--- config.mk ---
export PLATFORM = sky130hd
export DESIGN_NAME = pipe_hazard_ctrl_flat
export DESIGN_NICKNAME = d
export VERILOG_FILES = /design/src/rtl/cpu_pipe_pkg.sv /design/src/rtl/pipe_hazard_ctrl_if.sv /design/src/rtl/pipe_hazard_ctrl_hazard_detect.sv /design/src/rtl/pipe_hazard_ctrl.sv /design/src/flat_wrapper.sv
export SDC_FILE = /design/constraint.sdc
export NUM_CORES = 1
export LEC_CHECK = 0
export BUFFER_PORTS_ARGS = -buffer_cell sky130_fd_sc_hd__buf_2
export CELL_PAD_IN_SITES_DETAIL_PLACEMENT = 0
export CELL_PAD_IN_SITES_GLOBAL_PLACEMENT = 1
export CORE_MARGIN = 2
export CORE_UTILIZATION = 33
export CTS_CLUSTER_SIZE = 30
export DETAILED_ROUTE_END_ITERATION = 16
export PLACE_DENSITY = 0.75
export SETUP_SLACK_MARGIN = 0.4
export SLEW_MARGIN = 10
export SYNTH_ARGS = -nofsm -noshare
export SYNTH_HDL_FRONTEND = slang
export SYNTH_SLANG_ARGS = --single-unit
--- constraint.sdc ---
create_clock -name clk -period 2 [get_ports clk]
set_input_delay 0.3 -clock clk [delete_from_list [all_inputs] [get_ports clk]]
set_output_delay 0.3 -clock clk [all_outputs]
set_load 0.1 [all_outputs]
--- src/rtl/cpu_pipe_pkg.sv ---
// cpu_pipe_pkg: shared pipeline types and constants for the hazard sequencer
package cpu_pipe_pkg;
    localparam int REG_ADDR_W = 5;
    localparam logic [31:0] NOP_INSTR = 32'b0;
    typedef enum logic [1:0] {RUN, MEM_WAIT, HALT} state_t;
endpackage

--- src/rtl/pipe_hazard_ctrl_if.sv ---
// pipe_hazard_ctrl_if: hazard inputs from the datapath and pipeline-register controls back to it
interface pipe_hazard_ctrl_if #(parameter int CNT_W = 16);
    import cpu_pipe_pkg::*;
    logic [REG_ADDR_W-1:0] id_rs;
    logic [REG_ADDR_W-1:0] id_rt;
    logic                  id_uses_rt;
    logic                  ex_mem_read;
    logic [REG_ADDR_W-1:0] ex_write_reg;
    logic                  ex_branch_taken;
    logic                  dm_req;
    logic                  dm_ready;
    logic                  pc_en;
    logic                  ifid_en;
    logic                  idex_en;
    logic                  exmem_en;
    logic                  memwb_en;
    logic                  ifid_flush;
    logic                  idex_flush;
    logic                  wb_suppress;
    logic                  mem_timeout;
    logic [CNT_W-1:0]      stall_cycles;
    modport master (
        output id_rs, id_rt, id_uses_rt, ex_mem_read, ex_write_reg, ex_branch_taken, dm_req, dm_ready,
        input  pc_en, ifid_en, idex_en, exmem_en, memwb_en, ifid_flush, idex_flush, wb_suppress,
               mem_timeout, stall_cycles
    );
    modport slave (
        input  id_rs, id_rt, id_uses_rt, ex_mem_read, ex_write_reg, ex_branch_taken, dm_req, dm_ready,
        output pc_en, ifid_en, idex_en, exmem_en, memwb_en, ifid_flush, idex_flush, wb_suppress,
               mem_timeout, stall_cycles
    );
endinterface

--- src/rtl/pipe_hazard_ctrl_hazard_detect.sv ---
// hazard_detect: combinational load-use detection between the EX load and the ID instruction
module hazard_detect
    import cpu_pipe_pkg::*;
(
    input  logic [REG_ADDR_W-1:0] id_rs,
    input  logic [REG_ADDR_W-1:0] id_rt,
    input  logic                  id_uses_rt,
    input  logic                  ex_mem_read,
    input  logic [REG_ADDR_W-1:0] ex_write_reg,
    output logic                  load_use
);
    assign load_use = ex_mem_read && (ex_write_reg != '0) &&
                      ((ex_write_reg == id_rs) || (id_uses_rt && (ex_write_reg == id_rt)));
endmodule

--- src/rtl/pipe_hazard_ctrl.sv ---
// pipe_hazard_ctrl: pipeline enable/flush sequencer with memory-wait watchdog; PIPE_PERF_CNT_EN adds the stall counter
module pipe_hazard_ctrl
    import cpu_pipe_pkg::*;
#(
    parameter int MAX_WAIT = 16,
    parameter int WAIT_W   = 8,
    parameter int CNT_W    = 16
) (
    input  logic               clk,
    input  logic               rst_n,
    pipe_hazard_ctrl_if.slave  bus
);
    // {pc, ifid, idex, exmem, memwb enables, ifid_flush, idex_flush, wb_suppress}
    localparam logic [7:0] CTL_RST    = 8'b00000_111;
    localparam logic [7:0] CTL_FREEZE = 8'b00000_001;
    localparam logic [7:0] CTL_BRANCH = 8'b11111_110;
    localparam logic [7:0] CTL_BUBBLE = 8'b00111_010;
    localparam logic [7:0] CTL_RUN    = 8'b11111_000;
    state_t            state, state_nx;
    logic [WAIT_W-1:0] wait_cnt, wait_nx;
    logic              mem_timeout, set_to, load_use, mem_stall;
    logic [7:0]        ctl;
    hazard_detect u_hazard (
        .id_rs        (bus.id_rs),
        .id_rt        (bus.id_rt),
        .id_uses_rt   (bus.id_uses_rt),
        .ex_mem_read  (bus.ex_mem_read),
        .ex_write_reg (bus.ex_write_reg),
        .load_use     (load_use)
    );
    assign mem_stall = bus.dm_req && !bus.dm_ready;
    // Control vector in priority order; reset overrides everything without a clock
    assign ctl = !rst_n            ? CTL_RST    :
                 (state == HALT)   ? CTL_FREEZE :
                 mem_stall         ? CTL_FREEZE :
                 bus.ex_branch_taken ? CTL_BRANCH :
                 load_use          ? CTL_BUBBLE : CTL_RUN;
    assign {bus.pc_en, bus.ifid_en, bus.idex_en, bus.exmem_en, bus.memwb_en,
            bus.ifid_flush, bus.idex_flush, bus.wb_suppress} = ctl;
    assign bus.mem_timeout = mem_timeout;
    // Memory-wait FSM next state and watchdog count
    always_comb begin
        state_nx = state;
        wait_nx  = wait_cnt;
        set_to   = 1'b0;
        if (state == RUN && mem_stall) begin
            state_nx = MEM_WAIT;
            wait_nx  = WAIT_W'(1);
        end else if (state == MEM_WAIT) begin
            if (bus.dm_ready) begin
                state_nx = RUN;
                wait_nx  = '0;
            end else if (wait_cnt == WAIT_W'(MAX_WAIT)) begin
                state_nx = HALT;
                set_to   = 1'b1;
            end else begin
                wait_nx = wait_cnt + WAIT_W'(1);
            end
        end
    end
    // State, watchdog counter and sticky timeout flag
    always_ff @(posedge clk or negedge rst_n) begin
        if (!rst_n) begin
            state       <= RUN;
            wait_cnt    <= '0;
            mem_timeout <= 1'b0;
        end else begin
            state       <= state_nx;
            wait_cnt    <= wait_nx;
            mem_timeout <= mem_timeout | set_to;
        end
    end
`ifdef PIPE_PERF_CNT_EN
    logic [CNT_W-1:0] stall_cnt;
    // Saturating count of cycles where the PC is held
    always_ff @(posedge clk or negedge rst_n) begin
        if (!rst_n)
            stall_cnt <= '0;
        else if (!ctl[7] && stall_cnt != '1)
            stall_cnt <= stall_cnt + CNT_W'(1);
    end
    assign bus.stall_cycles = stall_cnt;
`else
    assign bus.stall_cycles = CNT_W'(0);
`endif
endmodule

--- src/flat_wrapper.sv ---
// flat-port wrapper written by rule: the top's interface ports become plain ports
module pipe_hazard_ctrl_flat import cpu_pipe_pkg::*;
#(
    parameter int MAX_WAIT = 16,
    parameter int WAIT_W   = 8,
    parameter int CNT_W    = 16
)
  (clk, rst_n, bus_id_rs, bus_id_rt, bus_id_uses_rt, bus_ex_mem_read, bus_ex_write_reg, bus_ex_branch_taken, bus_dm_req, bus_dm_ready, bus_pc_en, bus_ifid_en, bus_idex_en, bus_exmem_en, bus_memwb_en, bus_ifid_flush, bus_idex_flush, bus_wb_suppress, bus_mem_timeout, bus_stall_cycles);
  pipe_hazard_ctrl_if #(.CNT_W(CNT_W)) bus_i ();
  input  logic clk;
  input  logic rst_n;
  input wire logic [$bits(bus_i.id_rs)-1:0] bus_id_rs;
  input wire logic [$bits(bus_i.id_rt)-1:0] bus_id_rt;
  input wire logic [$bits(bus_i.id_uses_rt)-1:0] bus_id_uses_rt;
  input wire logic [$bits(bus_i.ex_mem_read)-1:0] bus_ex_mem_read;
  input wire logic [$bits(bus_i.ex_write_reg)-1:0] bus_ex_write_reg;
  input wire logic [$bits(bus_i.ex_branch_taken)-1:0] bus_ex_branch_taken;
  input wire logic [$bits(bus_i.dm_req)-1:0] bus_dm_req;
  input wire logic [$bits(bus_i.dm_ready)-1:0] bus_dm_ready;
  output wire logic [$bits(bus_i.pc_en)-1:0] bus_pc_en;
  output wire logic [$bits(bus_i.ifid_en)-1:0] bus_ifid_en;
  output wire logic [$bits(bus_i.idex_en)-1:0] bus_idex_en;
  output wire logic [$bits(bus_i.exmem_en)-1:0] bus_exmem_en;
  output wire logic [$bits(bus_i.memwb_en)-1:0] bus_memwb_en;
  output wire logic [$bits(bus_i.ifid_flush)-1:0] bus_ifid_flush;
  output wire logic [$bits(bus_i.idex_flush)-1:0] bus_idex_flush;
  output wire logic [$bits(bus_i.wb_suppress)-1:0] bus_wb_suppress;
  output wire logic [$bits(bus_i.mem_timeout)-1:0] bus_mem_timeout;
  output wire logic [$bits(bus_i.stall_cycles)-1:0] bus_stall_cycles;
  assign bus_i.id_rs = bus_id_rs;
  assign bus_i.id_rt = bus_id_rt;
  assign bus_i.id_uses_rt = bus_id_uses_rt;
  assign bus_i.ex_mem_read = bus_ex_mem_read;
  assign bus_i.ex_write_reg = bus_ex_write_reg;
  assign bus_i.ex_branch_taken = bus_ex_branch_taken;
  assign bus_i.dm_req = bus_dm_req;
  assign bus_i.dm_ready = bus_dm_ready;
  assign bus_pc_en = bus_i.pc_en;
  assign bus_ifid_en = bus_i.ifid_en;
  assign bus_idex_en = bus_i.idex_en;
  assign bus_exmem_en = bus_i.exmem_en;
  assign bus_memwb_en = bus_i.memwb_en;
  assign bus_ifid_flush = bus_i.ifid_flush;
  assign bus_idex_flush = bus_i.idex_flush;
  assign bus_wb_suppress = bus_i.wb_suppress;
  assign bus_mem_timeout = bus_i.mem_timeout;
  assign bus_stall_cycles = bus_i.stall_cycles;
  pipe_hazard_ctrl #(.MAX_WAIT(MAX_WAIT), .WAIT_W(WAIT_W), .CNT_W(CNT_W)) u_core (.clk(clk), .rst_n(rst_n), .bus(bus_i));
endmodule
# [Word-level counts from Yosys, hierarchy flattened]
# Index checks and enable logic that the tools add are counted.
[word_totals] regBits=11 input_bits=22 out_inout_bits=25
[op_classes] add_sub_neg=1 n_eq_ne=6 mux=17 n_bitwise=1 reduce_logical=13
[op_table] cell="$mux 8" count=9
[op_table] cell="$eq 5x5->1" count=2
[op_table] cell="$add 8x1->8 const B" count=1
[op_table] cell="$eq 8x5->1 const B" count=1
[op_table] cell="$mux 2" count=4
[op_table] cell="$logic_and 1x1->1" count=5
[op_table] cell="$reduce_bool 5->1" count=1
[op_table] cell="$mux 1" count=4
[op_table] cell="$reduce_and 2->1" count=2
[op_table] cell="$ne 3x2->1 const B" count=1
[op_table] cell="$reduce_bool 3->1" count=1
[op_table] cell="$eq 2x1->1 const B" count=1
[op_table] cell="$eq 2x2->1 const B" count=1
[op_table] cell="$logic_not 2->1" count=1
[op_table] cell="$reduce_bool 2->1" count=1
[op_table] cell="$logic_not 1->1" count=1
[op_table] cell="$logic_or 1x1->1" count=1
[op_table] cell="$or 1x1->1" count=1

# [Depth between registers and ports, before layout]
# Gate-level depths: netlist of the first run.
[depth] ltp_word=9 ltp_mapped=6 ltp_nobuf=6

# [By module]
# From an unflattened synthesis of the first run, not the netlist that was laid out.
[unflattened] hier_cells=112 area_unflattened_um2=943.4
[by_module_without_submodules] mod="pipe_hazard_ctrl" instances=1 cells_per_inst=95 area_per_inst_um2=810.8 seq_area_each_um2=275.3
[by_module_without_submodules] mod="hazard_detect" instances=1 cells_per_inst=17 area_per_inst_um2=132.6 seq_area_each_um2=0.0

# [Worst setup path before layout of the first run]
# OpenSTA, ideal clock, no wires.
[synth_timing] kind="input port to output port" start="input bus_ex_write_reg[4]" end="output bus_idex_flush" arrival_time_ps=3179 t_required_ps=1700 setup_slack_ps=-1479 path_stages=4 path_buffers=0 path_cell_list="xor2_1 nor4_2 a32oi_1 o311ai_1"
[synth_between] elab_chain_cells=9 word_cells_on_any_way=12 classes_between="eq/ne: 2; mux: 5; reduce/logical: 5"
[synth_lines] item="from (decl)" line_no="flat_wrapper.sv:16" text="input wire logic [$bits(bus_i.ex_write_reg)-1:0] bus_ex_write_reg;"
[synth_lines] item="$eq 5x5->1" line_no="pipe_hazard_ctrl_hazard_detect.sv:13" text="((ex_write_reg == id_rs) || (id_uses_rt && (ex_write_reg == id_rt)));"
[synth_lines] item="$logic_and 1x1->1" line_no="pipe_hazard_ctrl_hazard_detect.sv:13"
[synth_lines] item="$logic_or 1x1->1" line_no="pipe_hazard_ctrl_hazard_detect.sv:13"
[synth_lines] item="$logic_and 1x1->1 (*)" line_no="pipe_hazard_ctrl_hazard_detect.sv:12" text="assign load_use = ex_mem_read && (ex_write_reg != '0) &&"
[synth_lines] item="$mux 8 (*)" line_no="pipe_hazard_ctrl.sv:37" text="load_use ? CTL_BUBBLE : CTL_RUN;"
[synth_lines] item="$mux 8 (*)" line_no="pipe_hazard_ctrl.sv:36" text="bus.ex_branch_taken ? CTL_BRANCH :"
[synth_lines] item="$mux 8 (*)" line_no="pipe_hazard_ctrl.sv:35" text="mem_stall ? CTL_FREEZE :"
[synth_lines] item="$mux 8 (*)" line_no="pipe_hazard_ctrl.sv:34" text="(state == HALT) ? CTL_FREEZE :"
[synth_lines] item="$mux 8 (*)" line_no="pipe_hazard_ctrl.sv:33" text="assign ctl = !rst_n ? CTL_RST :"
[synth_lines] item="to (decl)" line_no="flat_wrapper.sv:26" text="output wire logic [$bits(bus_i.idex_flush)-1:0] bus_idex_flush;"
# Mark *: on every way between the ends. The rest lies on a longest branch, timed or not.

# [Final worst setup path of the first run]
[layout_timing] start="input bus_id_rt[4]" end="output bus_pc_en"
[layout_between] elab_chain_cells=9
[layout_lines] item="from (decl)" line_no="flat_wrapper.sv:13" text="input wire logic [$bits(bus_i.id_rt)-1:0] bus_id_rt;"
[layout_lines] item="$eq 5x5->1" line_no="pipe_hazard_ctrl_hazard_detect.sv:13"
[layout_lines] item="$logic_and 1x1->1" line_no="pipe_hazard_ctrl_hazard_detect.sv:13"
[layout_lines] item="$logic_or 1x1->1" line_no="pipe_hazard_ctrl_hazard_detect.sv:13"
[layout_lines] item="$logic_and 1x1->1" line_no="pipe_hazard_ctrl_hazard_detect.sv:12"
[layout_lines] item="$mux 8" line_no="pipe_hazard_ctrl.sv:37"
[layout_lines] item="$mux 8" line_no="pipe_hazard_ctrl.sv:36"
[layout_lines] item="$mux 8" line_no="pipe_hazard_ctrl.sv:35"
[layout_lines] item="$mux 8" line_no="pipe_hazard_ctrl.sv:34"
[layout_lines] item="$mux 8" line_no="pipe_hazard_ctrl.sv:33"
[layout_lines] item="to (decl)" line_no="flat_wrapper.sv:20" text="output wire logic [$bits(bus_i.pc_en)-1:0] bus_pc_en;"
# Every way passes these cells.

==> results of run 1 <==
## layout make-up
class | instances | share of cell area [%]
multi-input cells | 95 | 50.1
repair buffers | 41 | 25.3
flip-flops and latches | 11 | 18.1
well taps | 33 | 2.69
inverters | 7 | 2.12
clock buffers | 4 | 1.71
## synthesized netlist by cell type, types with 2 or more instances
master	instances
buf_4	19
dfrtp_1	11
nand2_1	10
xor2_1	9
inv_1	7
mux2i_1	6
nand2b_1	6
nor2_1	5
a21oi_1	4
o21ai_0	4
nand3_1	3
a211oi_1	2
and3_1	2
ha_1	2
nand4_1	2
xnor2_1	2
## routing by layer
layer	up-vias	share of wire [%]	track usage, %
li1	451	-	-
met1	438	42	17.6
met2	22	53	25.0
met3	4	3.5	2.60
met4	0	1.7	6.03
met5	-	0	0
## logic make-up after synthesis
group,synth area share (%)
muxes,5.85
AOI/OAI and AO/OA,14.8
buffers and inverters,16.8
and+or+nand+nor,23.5
DFF,26.8
adders and majority gates,2.44
other,0.366
xor gates and xnor gates,9.39
## sequential cells by signal, summed over array words and instances, names as in the netlist
name,count
u_core.wait_cnt,8
u_core.state,2
u_core.bus.mem_timeout,1
## worst paths after layout
check	start	to	slack (ns)
max	bus_id_rt[4]	bus_pc_en	0.12
min	rst_n	u_core.state[1]	0.15
max reg2reg	u_core.wait_cnt[1]	u_core.wait_cnt[4]	0.49
min reg2reg	u_core.bus.mem_timeout	u_core.bus.mem_timeout	0.46
max in group asynchronous	rst_n	u_core.state[0]	1.69
min in group clk	bus_dm_ready	u_core.state[0]	0.28
## power by group through the flow
stage	clock network (mW)	logic [mW]	registers, mW
global placement	0	0.328	0.227
finish	0.164	0.375	0.222
CTS	0.167	0.362	0.222
global route	0.181	0.387	0.222
detailed placement	0	0.330	0.227
floorplan	0	0.299	0.227
## timing repair
| item | 4_1_cts | 5_1_grt |
|---|---|---|
| pin swaps | 9 | 6 |
| gates resized for setup | 29 | 13 |
| buffers inserted | 6 | 3 |
| setup endpoints to repair | 10 | 15 |
## worst reg2reg max path, stage by stage, from the launching register on
cell	delay, ns
dfrtp_1	0.39
inv_1	0.06
ha_1	0.17
nor4b_4	0.14
a31o_4	0.27
a211oi_2	0.21
mux2i_1	0.20
==> flow_summary.ini, run 1 <==
[outcome]
outcome = finished, final reports clean

[setup_path]
max_stage_delay_ns = 0.37
crit_path_cell_trace = buf_6, xor2_2, nor4_2, a32oi_2, o311a_4, buf_12
critical_path.top_delay_family = compound AO/OA/AOI/OAI gates
cp_data_arrival_time_ns = 1.58
worst-r2r-cell-count = 6
path_depth = 6
cpMaxStageDelayCell = o311a_4
end_kind = primary output
path_class = input port to primary output
cp_num_buf_inv = 2
cp.required_ns = 1.70
start_kind = input port
cp_max_fo = 2

[floorplan]
ioPinCount = 47
die-height_um = 59.8
die_w_um = 59.8
rows = 20
coreArea_um2 = 3000
die-area_um2 = 3570
initial_utilization_pct = 34.2

[final_layout]
nFillCells = 280
layout_commonest_cell = buf_2
instances_no_fill = 191
drive_above_1_share_pct = 44.3
final_core_util_pct = 51.2
fin_area_um2 = 1540
fin_nets = 183
multi_input_comb_area_um2 = 769
n_antenna_cell = 0
seqCellArea_um2 = 278
layout_common_cells = buf_2, conb_1, dfrtp_1
area_growth_pct = 49.8

[global_routing]
grt_pass1_wl_um = 3960
grt_max_degree = 12
grt_overflow = 0
gr-usage-all-layers_pct = 14.5
grt_pass1_vias = 912
antenna_found_initial = 0

[yosys]
yosysWarnings = 0
avgSynthCellArea_um2 = 8.69
ys_ff_latch = 11
async_reset_ff_share_pct = 100
ys.flop_type = dfrtp_1
yosysSeqAreaShare_pct = 26.8
netlist_area_um2 = 1030
synth.distinct_cells = 40
syn_inst = 118
synth.top_cell.area_share_pct = 26.8
synth.area.top_cells = dfrtp_1, buf_4, xor2_1, mux2i_1, nand2_1
yosysTopAreaCell = dfrtp_1
synth_edf_count = 0

[cts]
cts_max_level = 1
clk_latency_ns = 0.28
cts_root_buf = clkbuf_4
cts.sinks = 11
cts_tree = yes
postCtsHoldBufs = 0
clk_transition_reported_paths_ns = 0.08
cts_buffers = 3
clock_path_buffers = 2

[min_path]
min_path_type = input port to async pin

[place]
place_worst_setup_slack_ns = 0.0217
dp_hpwl_um = 1760
placed_area_um2 = 1280
gp_congestion = 0.823
port_buffers = 30
placed_cells = 178

[sta]
fin_crit_ns = 1.88
setup_viol = 0
drv_slew = 0
finalHoldViolations = 0
timing.final.ws_setup_ns = 0.117
post-route-period-util_pct = 94.2
rsz0062_at_grt = yes
tns_ns = 0
worst_hold_slack_ns = 0.153
fmax_mhz = 531
finClkSkew_ns = 0.000936

[power_and_ir_drop]
power_density_nw_per_um2 = 495
p_sw_share_pct = 47.8
ir_drop_uv = 254
net-switching-power_mw = 0.364
internal_power_mw = 0.397
p_clk_share_pct = 21.5
p_leak_nw = 0.706
sequentialPowerShare_pct = 29.2
power_mw = 0.760
comb_power_share_pct = 49.3

[route]
wire_per_inst_um = 12.6
drt-total-wl_um = 2400
drc = 0
drtAntennaViolNets = 0
drt_iter0_markers = 31
dr.pass1.iters = 4
routed_via_density = 4.79
num_vias = 915

[flow_run]
drv_cap = 0
(Power assumes the default switching activity.)
==> inputs of run 2 (changes only) <==
--- a/config.mk
+++ b/config.mk
@@ -6,9 +6,9 @@
 export NUM_CORES = 1
 export LEC_CHECK = 0
 export BUFFER_PORTS_ARGS = -buffer_cell sky130_fd_sc_hd__buf_2
-export CELL_PAD_IN_SITES_DETAIL_PLACEMENT = 0
+export CELL_PAD_IN_SITES_DETAIL_PLACEMENT = 1
 export CELL_PAD_IN_SITES_GLOBAL_PLACEMENT = 1
-export CORE_MARGIN = 2
+export CORE_MARGIN = 8
 export CORE_UTILIZATION = 33
 export CTS_CLUSTER_SIZE = 30
 export DETAILED_ROUTE_END_ITERATION = 16
==> run 2 against run 1 <==
Effect of this change: via count rose by 5.2%; flip-flop and latch count did not move; total power is 0.47% lower; worst hold slack got worse by 0.0083 ns; fmax shrank 0.72%; cell count down 1.0%; global-route usage decreased by 2.1 points; first-iteration DRC count increased by 26%; count of clock-buffer cells in the layout unchanged; critical endpoint unchanged; highest routed layer unchanged.
==> flow_summary.ini, run 2 (synthesis results as in run 1) <==
[floorplan]
die_w_um = 71.8
die-area_um2 = 5150
coreArea_um2 = 3000
ioPinCount = 47
initial_utilization_pct = 34.2
rows = 20
die-height_um = 71.8

[route]
drc = 0
num_vias = 963
dr.pass1.iters = 4
drt-total-wl_um = 3300
drtAntennaViolNets = 0
drt_iter0_markers = 39
routed_via_density = 5.10
wire_per_inst_um = 17.5

[setup_path]
worst-r2r-setup-slack_ns = 0.36
path_class = input port to primary output
timing.rr.end = u_core.wait_cnt[6]
end_kind = primary output
cp_max_fo = 2
start_kind = input port
worst-r2r-cell-count = 6
r2r_start = u_core.wait_cnt[0]
cp_data_arrival_time_ns = 1.60
cp.required_ns = 1.70

[final_layout]
fin_nets = 181
n_antenna_cell = 0
top_register = u_core.wait_cnt
multi_input_comb_area_um2 = 781
largest_reg_flops = 8
nFillCells = 356
reg_top3 = u_core.wait_cnt (8), u_core.state (2), u_core.bus.mem_timeout (1)
layout_commonest_cell = buf_2
area_growth_pct = 48.7
instances_no_fill = 189
seqCellArea_um2 = 278
drive_above_1_share_pct = 45.5
layout_common_cells = buf_2, conb_1, dfrtp_1

[power_and_ir_drop]
comb_power_share_pct = 49.1
ir_drop_uv = 274
p_sw_share_pct = 48.3
net-switching-power_mw = 0.365
power_density_nw_per_um2 = 496
power_mw = 0.757
p_leak_nw = 0.688
p_clk_share_pct = 21.6
sequentialPowerShare_pct = 29.3
internal_power_mw = 0.391

[global_routing]
gr-usage-all-layers_pct = 12.4
grt_pass1_vias = 1033
antenna_found_initial = 0
grt_max_degree = 12
grt_overflow = 0
grt_pass1_wl_um = 5220

[cts]
clk_transition_reported_paths_ns = 0.08
cts_buffers = 3
clk_latency_ns = 0.28
clock_path_buffers = 2
cts_tree = yes
cts_root_buf = clkbuf_4
postCtsHoldBufs = 0
cts_max_level = 1
cts.sinks = 11

[min_path]
min_path_type = input port to async pin

[place]
dp_hpwl_um = 2450
port_buffers = 30
placed_cells = 178
gp_congestion = 0.800

[sta]
finClkSkew_ns = 0.00491
post-route-period-util_pct = 94.8
fmax_mhz = 527
setup_viol = 0
rsz0062_at_grt = yes
tns_ns = 0
drv_slew = 0
finalHoldViolations = 0
fin_crit_ns = 1.90

[outcome]
outcome = finished, final reports clean

[flow_run]
drv_cap = 0
-- run 2: routing by layer --
metal  vias to the layer above  GRT usage [%]  share of wire [%]
met3                         7           2.37                3.8
met5                         -              0                  0
met4                         0           3.63                1.9
met1                       472           13.9                 40
met2                        36           22.8                 55
li1                        448              -                  -
-- run 2: worst max path at each step --
stage                             start              to  slack [ns]  cells past startpoint
floorplan           bus_ex_write_reg[4]  bus_idex_flush       -0.11                      4
global placement    bus_ex_write_reg[4]     bus_ifid_en        0.06                      6
detailed placement  bus_ex_write_reg[4]       bus_pc_en        0.02                      6
CTS                        bus_id_rt[1]       bus_pc_en         0.1                      6
global route        bus_ex_write_reg[3]  bus_idex_flush        0.05                      6
finish                     bus_id_rt[4]       bus_pc_en        0.10                      6
-- run 2: cell type report --
| cell class | count | share of cell area, % |
|---|---|---|
| tap | 33 | 2.71 |
| inverter | 7 | 2.13 |
| clock buffer | 4 | 1.72 |
| sequential | 11 | 18.2 |
| timing repair buffer | 39 | 24.0 |
| multi-input combinational | 95 | 51.2 |
-- run 2: power groups by stage --
| stage | registers (mW) | clock network (mW) | logic (mW) |
|---|---|---|---|
| floorplan | 0.227 | 0 | 0.299 |
| global placement | 0.227 | 0 | 0.328 |
| detailed placement | 0.227 | 0 | 0.333 |
| CTS | 0.222 | 0.165 | 0.360 |
| global route | 0.222 | 0.180 | 0.384 |
| finish | 0.222 | 0.163 | 0.371 |
-- run 2: timing repair --
item | 4_1_cts | 5_1_grt
pin swaps | 9 | 2
resized for setup | 30 | 11
buffers inserted | 4 | 3
endpoints found under the setup margin | 13 | 17
-- run 2: per-stage QoR --
stage / worst slack (ns) / hold slack (ns) / utilization (%) / area, µm²
3_3_place_gp: 0.0610 / 0.440 / 42.6 / 1280
3_5_place_dp: 0.0229 / 0.447 / 42.6 / 1280
2_1_floorplan: -0.113 / 0.00441 / - / 1200
6_report: 0.103 / 0.145 / 50.8 / 1530
5_1_grt: 0.0474 / 0.154 / 50.8 / 1530
4_1_cts: 0.0979 / 0.148 / 48.3 / 1450
-- run 2: worst max-delay path, stage by stage --
cell and delay [ns]:
buf_6 0.10, xor2_2 0.16, nor4_2 0.30, a32oi_2 0.19, o311a_4 0.37, buf_12 0.17
==> inputs of run 3 (changes only) <==
--- a/config.mk
+++ b/config.mk
@@ -9,12 +9,13 @@
 export CELL_PAD_IN_SITES_DETAIL_PLACEMENT = 1
 export CELL_PAD_IN_SITES_GLOBAL_PLACEMENT = 1
 export CORE_MARGIN = 8
-export CORE_UTILIZATION = 33
+export CORE_UTILIZATION = 31
 export CTS_CLUSTER_SIZE = 30
 export DETAILED_ROUTE_END_ITERATION = 16
-export PLACE_DENSITY = 0.75
+export PLACE_DENSITY = 0.73
 export SETUP_SLACK_MARGIN = 0.4
 export SLEW_MARGIN = 10
 export SYNTH_ARGS = -nofsm -noshare
 export SYNTH_HDL_FRONTEND = slang
+export SYNTH_HIERARCHICAL = 1
 export SYNTH_SLANG_ARGS = --single-unit
==> run 3 against run 2 <==
Effect of this change: total power grew 30%; sequential power grew 27%; count of clock-buffer cells in the layout is the same; final area shrank 4.2%; combinational power grew 48%; critical endpoint is now bus_idex_flush; largest cell class unchanged.
==> flow_summary.ini, run 3 <==
[outcome]
outcome = finished, final reports clean

[yosys]
synth_edf_count = 0
async_reset_ff_share_pct = 100
yosysSeqAreaShare_pct = 29.2
ys.flop_type = dfrtp_1
synth-simple-area-share_pct = 22.5
ys_ff_latch = 11
yosysMostFrequentCell = buf_4
synth_top_family_by_area = simple AND/OR/NAND/NOR gates
synthXorXnorAreaFrac_pct = 9.28
synth_commonest_cells = buf_4, dfrtp_1, inv_1, nand3_1, nor2_1
synth.distinct_cells = 36
yosysTopAreaCell = dfrtp_1
yosysWarnings = 6
synth.top_cell.area_share_pct = 29.2
synthMuxAreaShare_pct = 0
syn_inst = 112
synth_compound_area_share_pct = 17.6
synthAdderAreaFrac_pct = 2.65
avgSynthCellArea_um2 = 8.42
netlist_area_um2 = 943
synth.area.top_cells = dfrtp_1, buf_4, xor2_1, a31oi_1, nand3_1

[global_routing]
gr-usage-all-layers_pct = 12.2
grt_pass1_vias = 987
grt_pass1_wl_um = 5030
grt_overflow = 0
grt_max_degree = 12
antenna_found_initial = 0

[setup_path]
startpoint = bus_ex_write_reg[0]
cp_num_buf_inv = 2
worst-r2r-cell-count = 6
cpMaxStageDelayCell = nor4_2
cp_data_arrival_time_ns = 1.62
cp_max_fo = 3
critical_path.top_delay_family = simple AND/OR/NAND/NOR gates
cp.required_ns = 1.70
max_stage_delay_ns = 0.32
path_class = input port to primary output
worst-r2r-setup-slack_ns = 0.16
r2r_start = u_core/wait_cnt[1]
start_kind = input port
end_kind = primary output
timing.rr.end = u_core/wait_cnt[2]
crit_path_cell_trace = buf_6, xor2_2, nor4_2, nand3_1, a21oi_2, a21o_2, buf_12

[final_layout]
layout_commonest_cell = conb_1
area_growth_pct = 54.9
fin_area_um2 = 1460
top_register = u_core/wait_cnt
n_antenna_cell = 0
final_core_util_pct = 49.1
drive_above_1_share_pct = 51.0
fin_nets = 178
reg_top3 = u_core/wait_cnt (8), u_core/state (2), u_core/bus.mem_timeout (1)
layout_common_cells = conb_1, buf_2, buf_4
largest_reg_flops = 8

[power_and_ir_drop]
p_leak_nw = 0.632
power_mw = 0.987
power_density_nw_per_um2 = 675
ir_drop_uv = 327

[floorplan]
ioPinCount = 47
initial_utilization_pct = 31.7
die_w_um = 71.2
rows = 20
die-area_um2 = 5060
coreArea_um2 = 2980
die-height_um = 71.2

[sta]
setup_viol = 0
post-route-period-util_pct = 96.2
drv_slew = 0
timing.final.ws_setup_ns = 0.0752
finClkSkew_ns = 0.00408
finalHoldViolations = 0
rsz0062_at_grt = yes
fin_crit_ns = 1.92
fmax_mhz = 520

[cts]
cts.sinks = 11
clk_transition_reported_paths_ns = 0.08
clk_latency_ns = 0.27
clock_path_buffers = 2
cts_max_level = 1
cts_buffers = 3
cts_root_buf = clkbuf_4
cts_tree = yes

[route]
drt-total-wl_um = 3080
drt_iter0_markers = 12
wire_per_inst_um = 16.6
num_vias = 936
drtAntennaViolNets = 0
drc = 0
dr.pass1.iters = 4
routed_via_density = 5.03

[flow_run]
drv_cap = 0

[place]
gp_congestion = 0.854
place_worst_setup_slack_ns = 0.0860
dp_hpwl_um = 2300
port_buffers = 30
placed_area_um2 = 1190

[min_path]
min_path_type = input port to async pin
run 3: cell count changes in the layout (fill, tap and decap cells not counted), moves of 3 or more:
cell      previous run  this run
nand2_1              7         3
mux2i_1              6         0
xor2_1               7         4
buf_2               18        15
nand2b_1             6         1
buf_6                5         8
nand3_1              2         7
a31oi_1              0         5
inv_2                0         3
run 3: cell type report:
type | count | area, µm²
multi-input combinational | 89 | 687
sequential | 11 | 278
tap | 33 | 41.3
timing repair buffer | 41 | 395
clock buffer | 4 | 26.3
inverter | 8 | 33.8
fill | 345 | 1520
run 3: logic make-up (layout without fill, tap and decap cells):
group,Yosys count,after routing
AND/OR/NAND/NOR,36,36
buffers and inverters,27,53
AO/OA/AOI/OAI,25,25
flip-flops,11,11
XOR/XNOR,10,10
adder cells (fa/ha/maj),2,2
other,1,16
run 3: metrics by stage:
| step | setup TNS (ns) | std cells | hold slack, ns |
|---|---|---|---|
| finish | 0 | 186 | 0.0710 |
| CTS | 0 | 185 | 0.0642 |
| global route | -0.00592 | 186 | 0.0920 |
| detailed placement | 0 | 174 | 0.364 |
| floorplan | -0.194 | 127 | 0.00441 |
| global placement | 0 | 174 | 0.365 |
run 3: worst max path at each step:
stage | endpoint | depth (start not counted)
6_report | bus_idex_flush | 7
5_1_grt | bus_idex_flush | 7
4_1_cts | bus_idex_flush | 7
3_5_place_dp | bus_idex_flush | 7
3_3_place_gp | bus_idex_flush | 7
2_1_floorplan | bus_pc_en | 5
run 3: where the power goes:
group | internal [mW] | switching [mW] | total, mW
sequential | 0.246 | 0.0354 | 0.281
clock | 0.0773 | 0.0804 | 0.158
combinational | 0.192 | 0.356 | 0.548
total | 0.515 | 0.472 | 0.987
run 3: worst reg2reg max path: stages, from the launching register on:
cell	delay (ns)
dfrtp_1	0.40
inv_2	0.09
ha_4	0.13
or4b_4	0.46
or3_4	0.43
a31oi_4	0.14
a31oi_2	0.05
run 3: routing by layer:
layer,GRT usage [%],share of wire [%],up-vias
met1,12.6,40,456
met2,22.4,52,36
met4,4.16,0.88,0
met5,0,0,-
met3,3.67,6.8,4
li1,-,-,440
run 3: timing repair:
action,CTS,global route
hold buffers,0,0
gates cloned,0,0
gates resized for setup,27,20
setup endpoints to repair,14,15
pin swaps,9,13
buffers inserted,7,1
